**src/rtl/z8086_pic.sv**
```systemverilog
// Eight-input interrupt controller for the z8086 core: request latching, masking, fixed
// priority, in-service tracking and the inta vector cycle, programmed via three byte registers.
module z8086_pic #(
    parameter bit         LEVEL      = 1'b0,
    parameter logic [7:0] IMR_RESET  = 8'hFF,
    parameter logic [7:0] BASE_RESET = 8'h08
) (
    input  logic        i_clk,
    input  logic        i_reset_n,
    input  logic [7:0]  i_irq,
    input  logic        i_cs,
    input  logic [1:0]  i_a,
    input  logic        i_wr,
    input  logic        i_rd,
    input  logic [7:0]  i_wdata,
    output logic [7:0]  o_rdata,
    output logic        o_rdy,
    output logic        o_intr,
    input  logic        i_inta,
    output logic [15:0] o_vec
);

    function automatic logic [2:0] f_low_idx(input logic [7:0] v);
        f_low_idx = 3'd7;
        for (int i = 7; i >= 0; i--) begin
            if (v[i]) f_low_idx = 3'(i);
        end
    endfunction

    logic [7:0] r_s1, r_s2, r_s3;
    logic [7:0] r_irr, r_isr, r_imr;
    logic [4:0] r_base;
    logic       r_inta_q, r_ack_go;
    logic       r_req_wr, r_req_rd;
    logic [1:0] r_req_a;
    logic [7:0] r_req_wdata;
    logic       r_intr, r_rdy;
    logic [7:0] r_rdata;
    logic [15:0] r_vec;

    logic [7:0] w_pend, w_ack_bit, w_eoi_bit, w_irr_next, w_isr_next, w_rd_mux;
    logic [2:0] w_win, w_isr_low;
    logic       w_has, w_intr_next;

    always_comb begin
        w_pend      = r_irr & ~r_imr;
        w_has       = |w_pend;
        w_win       = f_low_idx(w_pend);
        w_isr_low   = f_low_idx(r_isr);
        w_ack_bit   = (r_ack_go && w_has) ? (8'b1 << w_win) : 8'h00;
        w_eoi_bit   = 8'h00;
        if (r_req_wr && (r_req_a == 2'd0) && r_req_wdata[5] && (r_isr != 8'h00)) begin
            w_eoi_bit = 8'b1 << w_isr_low;
        end
        // A fresh edge wins over the acknowledge clear of the same bit.
        w_irr_next  = LEVEL ? r_s2 : ((r_irr & ~w_ack_bit) | (r_s2 & ~r_s3));
        w_isr_next  = (r_isr & ~w_eoi_bit) | w_ack_bit;
        w_intr_next = w_has && ((r_isr == 8'h00) || (w_win < w_isr_low));
        unique case (r_req_a)
            2'd0:    w_rd_mux = r_irr;
            2'd1:    w_rd_mux = r_imr;
            2'd2:    w_rd_mux = r_isr;
            default: w_rd_mux = 8'h00;
        endcase
    end

    // r_inta_q resets high so an inta held across reset release is not taken as a new cycle.
    always_ff @(posedge i_clk or negedge i_reset_n) begin
        if (!i_reset_n) begin
            r_s1        <= 8'h00;
            r_s2        <= 8'h00;
            r_s3        <= 8'h00;
            r_irr       <= 8'h00;
            r_isr       <= 8'h00;
            r_imr       <= IMR_RESET;
            r_base      <= BASE_RESET[7:3];
            r_inta_q    <= 1'b1;
            r_ack_go    <= 1'b0;
            r_req_wr    <= 1'b0;
            r_req_rd    <= 1'b0;
            r_req_a     <= 2'd0;
            r_req_wdata <= 8'h00;
            r_intr      <= 1'b0;
            r_rdy       <= 1'b0;
            r_rdata     <= 8'h00;
            r_vec       <= 16'h0000;
        end else begin
            r_s1        <= i_irq;
            r_s2        <= r_s1;
            r_s3        <= r_s2;
            r_irr       <= w_irr_next;
            r_isr       <= w_isr_next;
            r_inta_q    <= i_inta;
            r_ack_go    <= i_inta & ~r_inta_q;
            r_req_wr    <= i_cs & i_wr;
            r_req_rd    <= i_cs & i_rd;
            r_req_a     <= i_a;
            r_req_wdata <= i_wdata;
            r_intr      <= w_intr_next;
            r_rdy       <= r_ack_go | r_req_wr | r_req_rd;
            r_rdata     <= r_req_rd ? w_rd_mux : 8'h00;
            r_vec       <= r_ack_go ? {8'h00, r_base, (w_has ? w_win : 3'd7)} : 16'h0000;
            if (r_req_wr && (r_req_a == 2'd1)) r_imr <= r_req_wdata;
            if (r_req_wr && (r_req_a == 2'd2)) r_base <= r_req_wdata[7:3];
        end
    end

    assign o_intr  = r_intr;
    assign o_rdy   = r_rdy;
    assign o_rdata = r_rdata;
    assign o_vec   = r_vec;

endmodule

```
**config.mk**
```make
export PLATFORM = sky130hd
export DESIGN_NAME = z8086_pic
export DESIGN_NICKNAME = d
export VERILOG_FILES = /design/src/rtl/z8086_pic.sv
export SDC_FILE = /design/constraint.sdc
export NUM_CORES = 1
export LEC_CHECK = 0
export ABC_AREA = 1
export BUFFER_PORTS_ARGS = -buffer_cell sky130_fd_sc_hd__buf_2
export CAP_MARGIN = 15
export CORE_MARGIN = 4
export CORE_UTILIZATION = 48
export DETAILED_ROUTE_END_ITERATION = 6
export PLACE_DENSITY = 0.69
export SLEW_MARGIN = 15
export SYNTH_ARGS = -nofsm -noshare
export SYNTH_HDL_FRONTEND = slang
export SYNTH_SLANG_ARGS = --single-unit
```
**constraint.sdc**
```tcl
create_clock -name i_clk -period 2.2 [get_ports i_clk]
set_clock_uncertainty 0.1 [all_clocks]
set_input_delay 0.44 -clock i_clk [delete_from_list [all_inputs] [get_ports i_clk]]
set_output_delay 0.44 -clock i_clk [all_outputs]
set_load 0.05 [all_outputs]
```
==> tab_implementation.tex, run 1 <==
\begin{tabular}{lr}
\hline
Metric & Value \\
\hline
\multicolumn{2}{l}{\textbf{Outcome}} \\
\quad Outcome & complete, no violations \\
\multicolumn{2}{l}{\textbf{GRT}} \\
\quad Gr usage total & 0.155 \\
\quad Number of global-route vias before repair & 2058 \\
\quad Number of antenna violations at the first check in global routing & 0 \\
\quad Remaining Overflow, GRT & 0 \\
\quad Pin count of the biggest net entering global routing & 39 \\
\quad Global-route wire length before repair & 9.96 mm \\
\multicolumn{2}{l}{\textbf{STA}} \\
\quad Final worst-path cycle share & 0.817 \\
\quad Sum of negative setup slack & 0 ps \\
\quad Setup repair after global routing missed its margin & no \\
\quad Max-slew violations & 0 \\
\quad Final hold violation count & 0 \\
\quad Maximum clock frequency & 557 MHz \\
\quad Shortest clock period the worst path allows after layout & 1800 ps \\
\quad Finish-stage setup viols & 0 \\
\multicolumn{2}{l}{\textbf{Placed design}} \\
\quad Estimated wirelength of the detail-placed design & 4.21 mm \\
\quad Final weighted congestion in routability-driven placement & 0.924 \\
\quad I/O Buffers & 41 \\
\multicolumn{2}{l}{\textbf{Floorplan}} \\
\quad Width of the die & 90.1 um \\
\quad Die area & 8120 um2 \\
\quad Initial Utilization & 0.501 \\
\quad I/O pin count & 50 \\
\quad Floorplan Core Area & 6460 um2 \\
\quad Rows & 29 \\
\quad Floorplan die height & 90.1 um \\
\multicolumn{2}{l}{\textbf{Critical path}} \\
\quad Worst Setup Start Kind & flop \\
\quad Arrival time at the worst endpoint & 1960 ps \\
\quad Kind of end point of the critical path & flop \\
\quad CP Max Fanout & 4 \\
\quad Reg2reg setup slack & 400 ps \\
\quad Reg-to-reg endpoint & o\_intr \\
\quad Worst R2R Path Depth & 12 \\
\quad Data required time of the critical path & 2370 ps \\
\quad Setup CP Type & reg2reg \\
\quad Launching point of the worst reg2reg path & r\_isr[5] \\
\multicolumn{2}{l}{\textbf{Pwr}} \\
\quad LEAKAGE & 2.06 nW \\
\quad PD cells & 1030 nW/um2 \\
\quad Worst ir drop on vdd & 0.504 mV \\
\multicolumn{2}{l}{\textbf{Synth}} \\
\quad Count of different cell masters after synthesis & 29 \\
\quad Leading register cell type out of synthesis & sky130\_fd\_sc\_hd\_\_dfrtp\_1 \\
\quad Post-synth top area cell & sky130\_fd\_sc\_hd\_\_dfrtp\_1 \\
\quad Cell with the most instances after synthesis & sky130\_fd\_sc\_hd\_\_nand2\_1 \\
\quad Fraction of synthesized cell area taken by the top area cell type & 0.580 \\
\quad YS warnings & 0 \\
\quad Total standard cell area after synthesis & 3240 um2 \\
\quad Number of synthesized register bits & 85 \\
\quad Number of enable flip-flop cells after synthesis & 0 \\
\quad Fraction of synthesis flops using an asynchronous set or reset pin & 1.00 \\
\quad Average cell area after synthesis & 10.2 um2 \\
\quad Proportion of synthesized chip area in sequential cells & 0.661 \\
\quad Commonest cells in the synthesized netlist & sky130\_fd\_sc\_hd\_\_nand2\_1 (79), sky130\_fd\_sc\_hd\_\_dfrtp\_1 (75), sky130\_fd\_sc\_hd\_\_inv\_1 (57) \\
\quad Number of cells produced by synthesis & 317 \\
\quad Biggest area contributors in the synthesized netlist & sky130\_fd\_sc\_hd\_\_dfrtp\_1 (58\%), sky130\_fd\_sc\_hd\_\_nand2\_1 (9.2\%), sky130\_fd\_sc\_hd\_\_dfstp\_2 (8.1\%) \\
\multicolumn{2}{l}{\textbf{Routing}} \\
\quad Antenna-violating nets left & 0 \\
\quad DRC violations left & 0 \\
\quad Routed WL & 5.59 mm \\
\quad Number of vias in the routed layout & 2071 \\
\quad DRC marker count from the first detailed-route iteration & 126 \\
\quad Routed wire per std cell & 12.4 um \\
\quad Pre-Repair DR Iteration Count & 4 \\
\quad Detail-routed via count per cell & 4.60 \\
\multicolumn{2}{l}{\textbf{Cells and area}} \\
\quad P\&R area growth vs syn & 16.0\% \\
\quad Final core utilization & 0.581 \\
\quad Antenna Diode Count & 0 \\
\quad Share of post-route cells with drive strength above 1 & 0.233 \\
\quad Net count of the finished layout & 394 \\
\multicolumn{2}{l}{\textbf{Job}} \\
\quad Max capacitance violation total & 0 \\
\multicolumn{2}{l}{\textbf{Clocking}} \\
\quad H-tree level count & 3 \\
\quad Worst-case clock buffer depth & 2 \\
\quad Number of buffers created by CTS & 9 \\
\quad CTS clk-pin slew, worst paths & 90 ps \\
\quad Clock latency at the later pin of the worst-skew pair & 340 ps \\
\quad Root buf cell & sky130\_fd\_sc\_hd\_\_clkbuf\_8 \\
\quad Post-CTS setup buffer count & 0 \\
\quad Number of sinks on the clock net & 85 \\
\quad CTS tree & built \\
\multicolumn{2}{l}{\textbf{Min path}} \\
\quad Worst Min Path Start & i\_wdata[7] \\
\quad Worst min-delay path endpoint & r\_req\_wdata[7] \\
\quad Kind of path behind the tightest hold check & in2reg \\
\quad Hold-critical path depth & 1 \\
\hline
\end{tabular}
## flip-flops by register name, summed over array words and instances (netlist names), 2 cells and up
register / count
r_s3: 8
r_req_wdata: 8
r_isr: 8
r_base: 5
o_vec: 8
r_imr: 8
r_s1: 8
r_s2: 8
r_irr: 8
o_rdata: 8
r_req_a: 2
## cells in the final DEF, fill, tap and decap left out, types with 3 or more instances in the layout
| cell | count |
|---|---|
| sky130_fd_sc_hd__clkbuf_8 | 9 |
| sky130_fd_sc_hd__inv_2 | 3 |
| sky130_fd_sc_hd__nand3_1 | 3 |
| sky130_fd_sc_hd__o22ai_1 | 3 |
| sky130_fd_sc_hd__a21oi_1 | 4 |
| sky130_fd_sc_hd__inv_1 | 57 |
| sky130_fd_sc_hd__nor2_1 | 15 |
| sky130_fd_sc_hd__o21ai_1 | 5 |
| sky130_fd_sc_hd__dfstp_2 | 10 |
| sky130_fd_sc_hd__nand2_2 | 3 |
| sky130_fd_sc_hd__o221ai_1 | 4 |
| sky130_fd_sc_hd__nand2_1 | 79 |
| sky130_fd_sc_hd__nor2_4 | 3 |
| sky130_fd_sc_hd__buf_2 | 40 |
| sky130_fd_sc_hd__o21ai_0 | 22 |
| sky130_fd_sc_hd__conb_1 | 8 |
| sky130_fd_sc_hd__dfrtp_1 | 75 |
## power by group
part	switching (W)	internal [W]
logic	0.000525	0.000232
clock network	0.000543	0.000647
registers	0.000125	0.00178
## worst max-delay path by stage
stage                         from     end  slack [ps]
after floorplan           r_imr[4]  o_intr         620
after global placement    r_imr[4]  o_intr         480
after detailed placement  r_isr[5]  o_intr         460
after CTS                 r_isr[5]  o_intr         430
after global routing      r_isr[5]  o_intr         250
final                     r_isr[5]  o_intr         400
## repair_timing
| item | CTS | global route |
|---|---|---|
| hold buffers | 1 | 0 |
| gates resized for setup | 0 | 0 |
| endpoints found under the hold margin | 30 | 0 |
## cell families after synthesis
family,Yosys count,synth area share
compound gates,44,0.0808
fa+ha+maj,2,0.00773
buf+inv,71,0.0916
flops,85,0.661
mux,2,0.00696
other cells,1,0.00116
simple gates,112,0.151
## metal layers
| layer | GRT usage | wire [um] |
|---|---|---|
| met1 | 0.219 | 2620 |
| met2 | 0.229 | 2520 |
| met5 | 0 | 0 |
| met4 | 0.0561 | 65 |
| met3 | 0.0451 | 391 |
## worst max-delay path, stage by stage, from the launching register on
cell and delay (ps):
sky130_fd_sc_hd__dfrtp_1 440, sky130_fd_sc_hd__nor2_1 120, sky130_fd_sc_hd__inv_1 60, sky130_fd_sc_hd__nand2_1 50, sky130_fd_sc_hd__nand2_1 60, sky130_fd_sc_hd__nor2_1 170
sky130_fd_sc_hd__inv_1 100, sky130_fd_sc_hd__ha_1 280, sky130_fd_sc_hd__nand2_1 60, sky130_fd_sc_hd__inv_1 30, sky130_fd_sc_hd__nand2_1 50, sky130_fd_sc_hd__nand2_1 70
sky130_fd_sc_hd__a21oi_1 140
## final cells by class
type / count / area [um2]
Timing Repair Buffer: 44 / 245
Inverter: 60 / 225
Tap cell: 77 / 96.3
Clock inverter: 7 / 97.6
Multi-Input combinational cell: 168 / 827
Fill cell: 574 / 2700
Sequential cell: 85 / 2140
Clock buffer: 9 / 124
## stage by stage
stage	instance area [um2]	setup slack, ps	hold slack, ps	power (W)	instances
2_1_floorplan	3260	621	44.4	0.00247	324
3_3_place_gp	3520	483	232	0.00267	433
3_5_place_dp	3520	460	236	0.00269	433
4_1_cts	3750	433	76.6	0.00389	450
5_1_grt	3750	248	68.4	0.00408	450
6_report	3750	404	96.3	0.00385	450
No activity file was read; power rests on OpenSTA's default activity.
==> run 2, diff against run 1 <==
PLACE_DENSITY = 0.72   (was 0.69)
clock period = 1.6 ns   (was 2.2 ns; I/O delays follow)
==> run 2 against run 1 <==
  * The flow now finishes with violations (setup timing)
  * Non-clock buffer count grew 54
  * First-iteration DRC count is 4.0% lower
  * Critical path depth fell by 1
  * Worst setup slack worse by 480 ps
  * Worst hold slack lost 47 ps
  * Sequential share of layout area fell by 8.1 points
  * Critical path type unchanged
  * Count of clock-buffer cells in the layout grew 1
  * Utilization up 9.7 points
  * Clock power increased by 43%
  * Register-to-register slack worse by 480 ps
  * Combinational power is 110% higher
  * Largest power group unchanged
  * Fmax grew 7.1%
==> tab_implementation.tex, run 2 (synthesized netlist as in run 1, its figures left out) <==
\begin{tabular}{lr}
\hline
Metric & Value \\
\hline
\multicolumn{2}{l}{\textbf{Critical path}} \\
\quad Cells along the critical path & inv\_2 -> or2\_4 -> nand2\_4 -> inv\_2 -> a21oi\_4 -> buf\_4 -> inv\_2 -> nor2\_4 -> nand2\_1 -> nand2\_1 -> o21ai\_1 (was nor2\_1 -> inv\_1 -> nand2\_1 -> nand2\_1 -> nor2\_1 -> inv\_1 -> ha\_1 -> nand2\_1 -> inv\_1 -> nand2\_1 -> nand2\_1 -> a21oi\_1) \\
\quad Reg-to-reg endpoint & r\_irr[7] (was o\_intr) \\
\quad Worst path slowest cell & sky130\_fd\_sc\_hd\_\_dfrtp\_1 (unchanged) \\
\quad Arrival time at the worst endpoint & 1820 ps (was 1960 ps) \\
\quad Kind of end point of the critical path & flop (unchanged) \\
\quad Worst Setup Start Kind & flop (unchanged) \\
\quad Data required time of the critical path & 1750 ps (was 2370 ps) \\
\quad Launching point of the worst reg2reg path & r\_irr[2] (was r\_isr[5]) \\
\quad Highest cell delay on the worst timing path & 360 ps (was 440 ps) \\
\quad Worst R2R Path Depth & 11 (was 12) \\
\quad Setup CP Type & reg2reg (unchanged) \\
\quad Reg2reg setup slack & -80 ps (was 400 ps) \\
\quad Cell type with the highest occurrence count on the critical path & sky130\_fd\_sc\_hd\_\_inv\_2 (was sky130\_fd\_sc\_hd\_\_nand2\_1) \\
\quad CP Max Fanout & 3 (was 4) \\
\multicolumn{2}{l}{\textbf{Min path}} \\
\quad Hold-critical path depth & 3 (was 1) \\
\quad Kind of path behind the tightest hold check & in2reg (unchanged) \\
\quad Worst Min Path Start & i\_wr (was i\_wdata[7]) \\
\quad Worst min-delay path endpoint & r\_req\_wr (was r\_req\_wdata[7]) \\
\multicolumn{2}{l}{\textbf{Routing}} \\
\quad DRC violations left & 0 (unchanged) \\
\quad Pre-Repair DR Iteration Count & 4 (unchanged) \\
\quad Detail-routed via count per cell & 4.70 (was 4.60) \\
\quad Antenna-violating nets left & 0 (unchanged) \\
\quad Number of vias in the routed layout & 2367 (was 2071) \\
\quad Routed wire per std cell & 13.4 um (was 12.4 um) \\
\quad DRC marker count from the first detailed-route iteration & 121 (was 126) \\
\quad Routed WL & 6.76 mm (was 5.59 mm) \\
\multicolumn{2}{l}{\textbf{Job}} \\
\quad Max capacitance violation total & 0 (unchanged) \\
\multicolumn{2}{l}{\textbf{Placed design}} \\
\quad Estimated wirelength of the detail-placed design & 4.78 mm (was 4.21 mm) \\
\quad I/O Buffers & 41 (unchanged) \\
\quad Final weighted congestion in routability-driven placement & 0.934 (was 0.924) \\
\quad Setup slack after placement & -77.9 ps (was 460 ps) \\
\quad Standard cell area after detailed placement & 3760 um2 (was 3520 um2) \\
\multicolumn{2}{l}{\textbf{STA}} \\
\quad Final hold violation count & 0 (unchanged) \\
\quad Least setup slack across all paths after layout & -76.5 ps (was 404 ps) \\
\quad Final worst-path cycle share & 1.05 (was 0.817) \\
\quad Max-slew violations & 0 (unchanged) \\
\quad Maximum clock frequency & 596 MHz (was 557 MHz) \\
\quad Sum of negative setup slack & -362 ps (was 0 ps) \\
\quad Setup repair after global routing missed its margin & yes (was no) \\
\quad Shortest clock period the worst path allows after layout & 1680 ps (was 1800 ps) \\
\quad Finish-stage setup viols & 8 (was 0) \\
\multicolumn{2}{l}{\textbf{GRT}} \\
\quad GRT Max-Usage Layer & met2 (unchanged) \\
\quad Fraction of met2 tracks used by global routing & 0.287 (was 0.229) \\
\quad Global-route met3 utilization & 0.0467 (was 0.0451) \\
\quad Remaining Overflow, GRT & 0 (unchanged) \\
\quad Gr usage total & 0.176 (was 0.155) \\
\quad Pin count of the biggest net entering global routing & 54 (was 39) \\
\quad Met1 routing resource usage after global routing & 0.228 (was 0.219) \\
\quad Global-route wire length before repair & 11.2 mm (was 9.96 mm) \\
\quad Number of global-route vias before repair & 2349 (was 2058) \\
\quad Number of antenna violations at the first check in global routing & 0 (unchanged) \\
\multicolumn{2}{l}{\textbf{Pwr}} \\
\quad LEAKAGE & 2.33 nW (was 2.06 nW) \\
\quad PD cells & 1350 nW/um2 (was 1030 nW/um2) \\
\quad Worst ir drop on vdd & 0.886 mV (was 0.504 mV) \\
\multicolumn{2}{l}{\textbf{Floorplan}} \\
\quad Rows & 29 (unchanged) \\
\quad Width of the die & 90.1 um (unchanged) \\
\quad Initial Utilization & 0.501 (unchanged) \\
\quad Floorplan die height & 90.1 um (unchanged) \\
\quad I/O pin count & 50 (unchanged) \\
\quad Die area & 8120 um2 (unchanged) \\
\quad Floorplan Core Area & 6460 um2 (unchanged) \\
\multicolumn{2}{l}{\textbf{Clocking}} \\
\quad Number of buffers created by CTS & 9 (unchanged) \\
\quad Root buf cell & sky130\_fd\_sc\_hd\_\_clkbuf\_8 (unchanged) \\
\quad CTS tree & built (unchanged) \\
\quad Number of sinks on the clock net & 85 (unchanged) \\
\quad H-tree level count & 3 (unchanged) \\
\quad Clock latency at the later pin of the worst-skew pair & 350 ps (was 340 ps) \\
\quad CTS clk-pin slew, worst paths & 80 ps (was 90 ps) \\
\quad Worst-case clock buffer depth & 2 (unchanged) \\
\multicolumn{2}{l}{\textbf{Cells and area}} \\
\quad Area of all placed cells without fillers & 4380 um2 (was 3750 um2) \\
\quad Antenna Diode Count & 0 (unchanged) \\
\quad P\&R area growth vs syn & 35.3\% (was 16.0\%) \\
\quad Commonest non-fill, non-tap cells in the layout & sky130\_fd\_sc\_hd\_\_dfrtp\_1 (75), sky130\_fd\_sc\_hd\_\_nand2\_1 (60), sky130\_fd\_sc\_hd\_\_inv\_1 (51) (was sky130\_fd\_sc\_hd\_\_nand2\_1 (79), sky130\_fd\_sc\_hd\_\_dfrtp\_1 (75), sky130\_fd\_sc\_hd\_\_inv\_1 (57)) \\
\quad Most common cell after layout, fill and taps aside & sky130\_fd\_sc\_hd\_\_dfrtp\_1 (was sky130\_fd\_sc\_hd\_\_nand2\_1) \\
\quad Net count of the finished layout & 448 (was 394) \\
\quad Share of post-route cells with drive strength above 1 & 0.370 (was 0.233) \\
\multicolumn{2}{l}{\textbf{Outcome}} \\
\quad Violated checks & setup timing \\
\quad Outcome & finished with violations (was complete, no violations) \\
\hline
\end{tabular}
[run 2: cell types whose count changed in the layout (fill, tap and decap cells not counted), moves of 3 or more]
cell                            delta
sky130_fd_sc_hd__inv_1             -6
sky130_fd_sc_hd__o21ai_0           -5
sky130_fd_sc_hd__nor2_1            -4
sky130_fd_sc_hd__nor2_4            +3
sky130_fd_sc_hd__buf_4            +33
sky130_fd_sc_hd__dlygate4sd3_1    +19
sky130_fd_sc_hd__nand2_1          -19
sky130_fd_sc_hd__nand2_2          +16
sky130_fd_sc_hd__nand2_4           +3
sky130_fd_sc_hd__inv_2             +6
sky130_fd_sc_hd__a21oi_1           -3
sky130_fd_sc_hd__o21ai_1           +4
[run 2: final cells by class]
class                   count  area, um2
clock buffers              10        138
repair buffers             98        714
well taps                  77       96.3
inverters                  60        225
clock inverters             6       93.8
fillers                   474       2080
multi-input cells         168        973
flip-flops and latches     85       2140
[run 2: what timing repair did]
| action | in CTS | in global routing |
|---|---|---|
| pin swaps | 4 | 15 |
| buffers inserted | 1 | 4 |
| endpoints found under the hold margin | 94 | 0 |
| gates cloned | 0 | 0 |
| endpoints found under the setup margin | 6 | 20 |
| hold buffers | 20 | 0 |
| gates resized for setup | 3 | 47 |
[run 2: metal layers]
layer	routed length, um	vias to the layer above
li1	-	1166
met1	2860	1120
met2	3380	65
met3	348	16
met4	168	0
met5	0	-
[run 2: worst max-delay path: cells and delay by family (launching register included)]
kind / cells / cell delay, ps
AO/OA/AOI/OAI: 2 / 210
buffers and inverters: 4 / 310
flip-flops: 1 / 360
AND/OR/NAND/NOR: 5 / 590
[run 2: how the worst max path moves through the flow]
| stage | end | cells past startpoint | from |
|---|---|---|---|
| 2_1_floorplan | o_intr | 10 | r_imr[4] |
| 3_3_place_gp | r_irr[5] | 11 | r_imr[3] |
| 3_5_place_dp | r_irr[5] | 11 | r_imr[3] |
| 4_1_cts | o_intr | 11 | r_irr[2] |
| 5_1_grt | r_irr[0] | 9 | r_imr[4] |
| 6_report | r_irr[7] | 11 | r_irr[2] |
[run 2: where the power goes]
group          switching, W  internal, W  leakage [nW]
Combinational      0.000958     0.000647          1.22
Sequential         0.000158      0.00244          1.00
Clock              0.000770     0.000935         0.113
[run 2: metrics by stage]
step | hold slack [ps] | util | power, W | std cells
finish | 49.7 | 0.678 | 0.00591 | 504
global placement | 198 | 0.582 | 0.00390 | 463
detailed placement | 204 | 0.582 | 0.00393 | 463
floorplan | -75.6 | - | 0.00339 | 324
CTS | 34.1 | 0.651 | 0.00570 | 500
global route | 66.9 | 0.678 | 0.00624 | 504
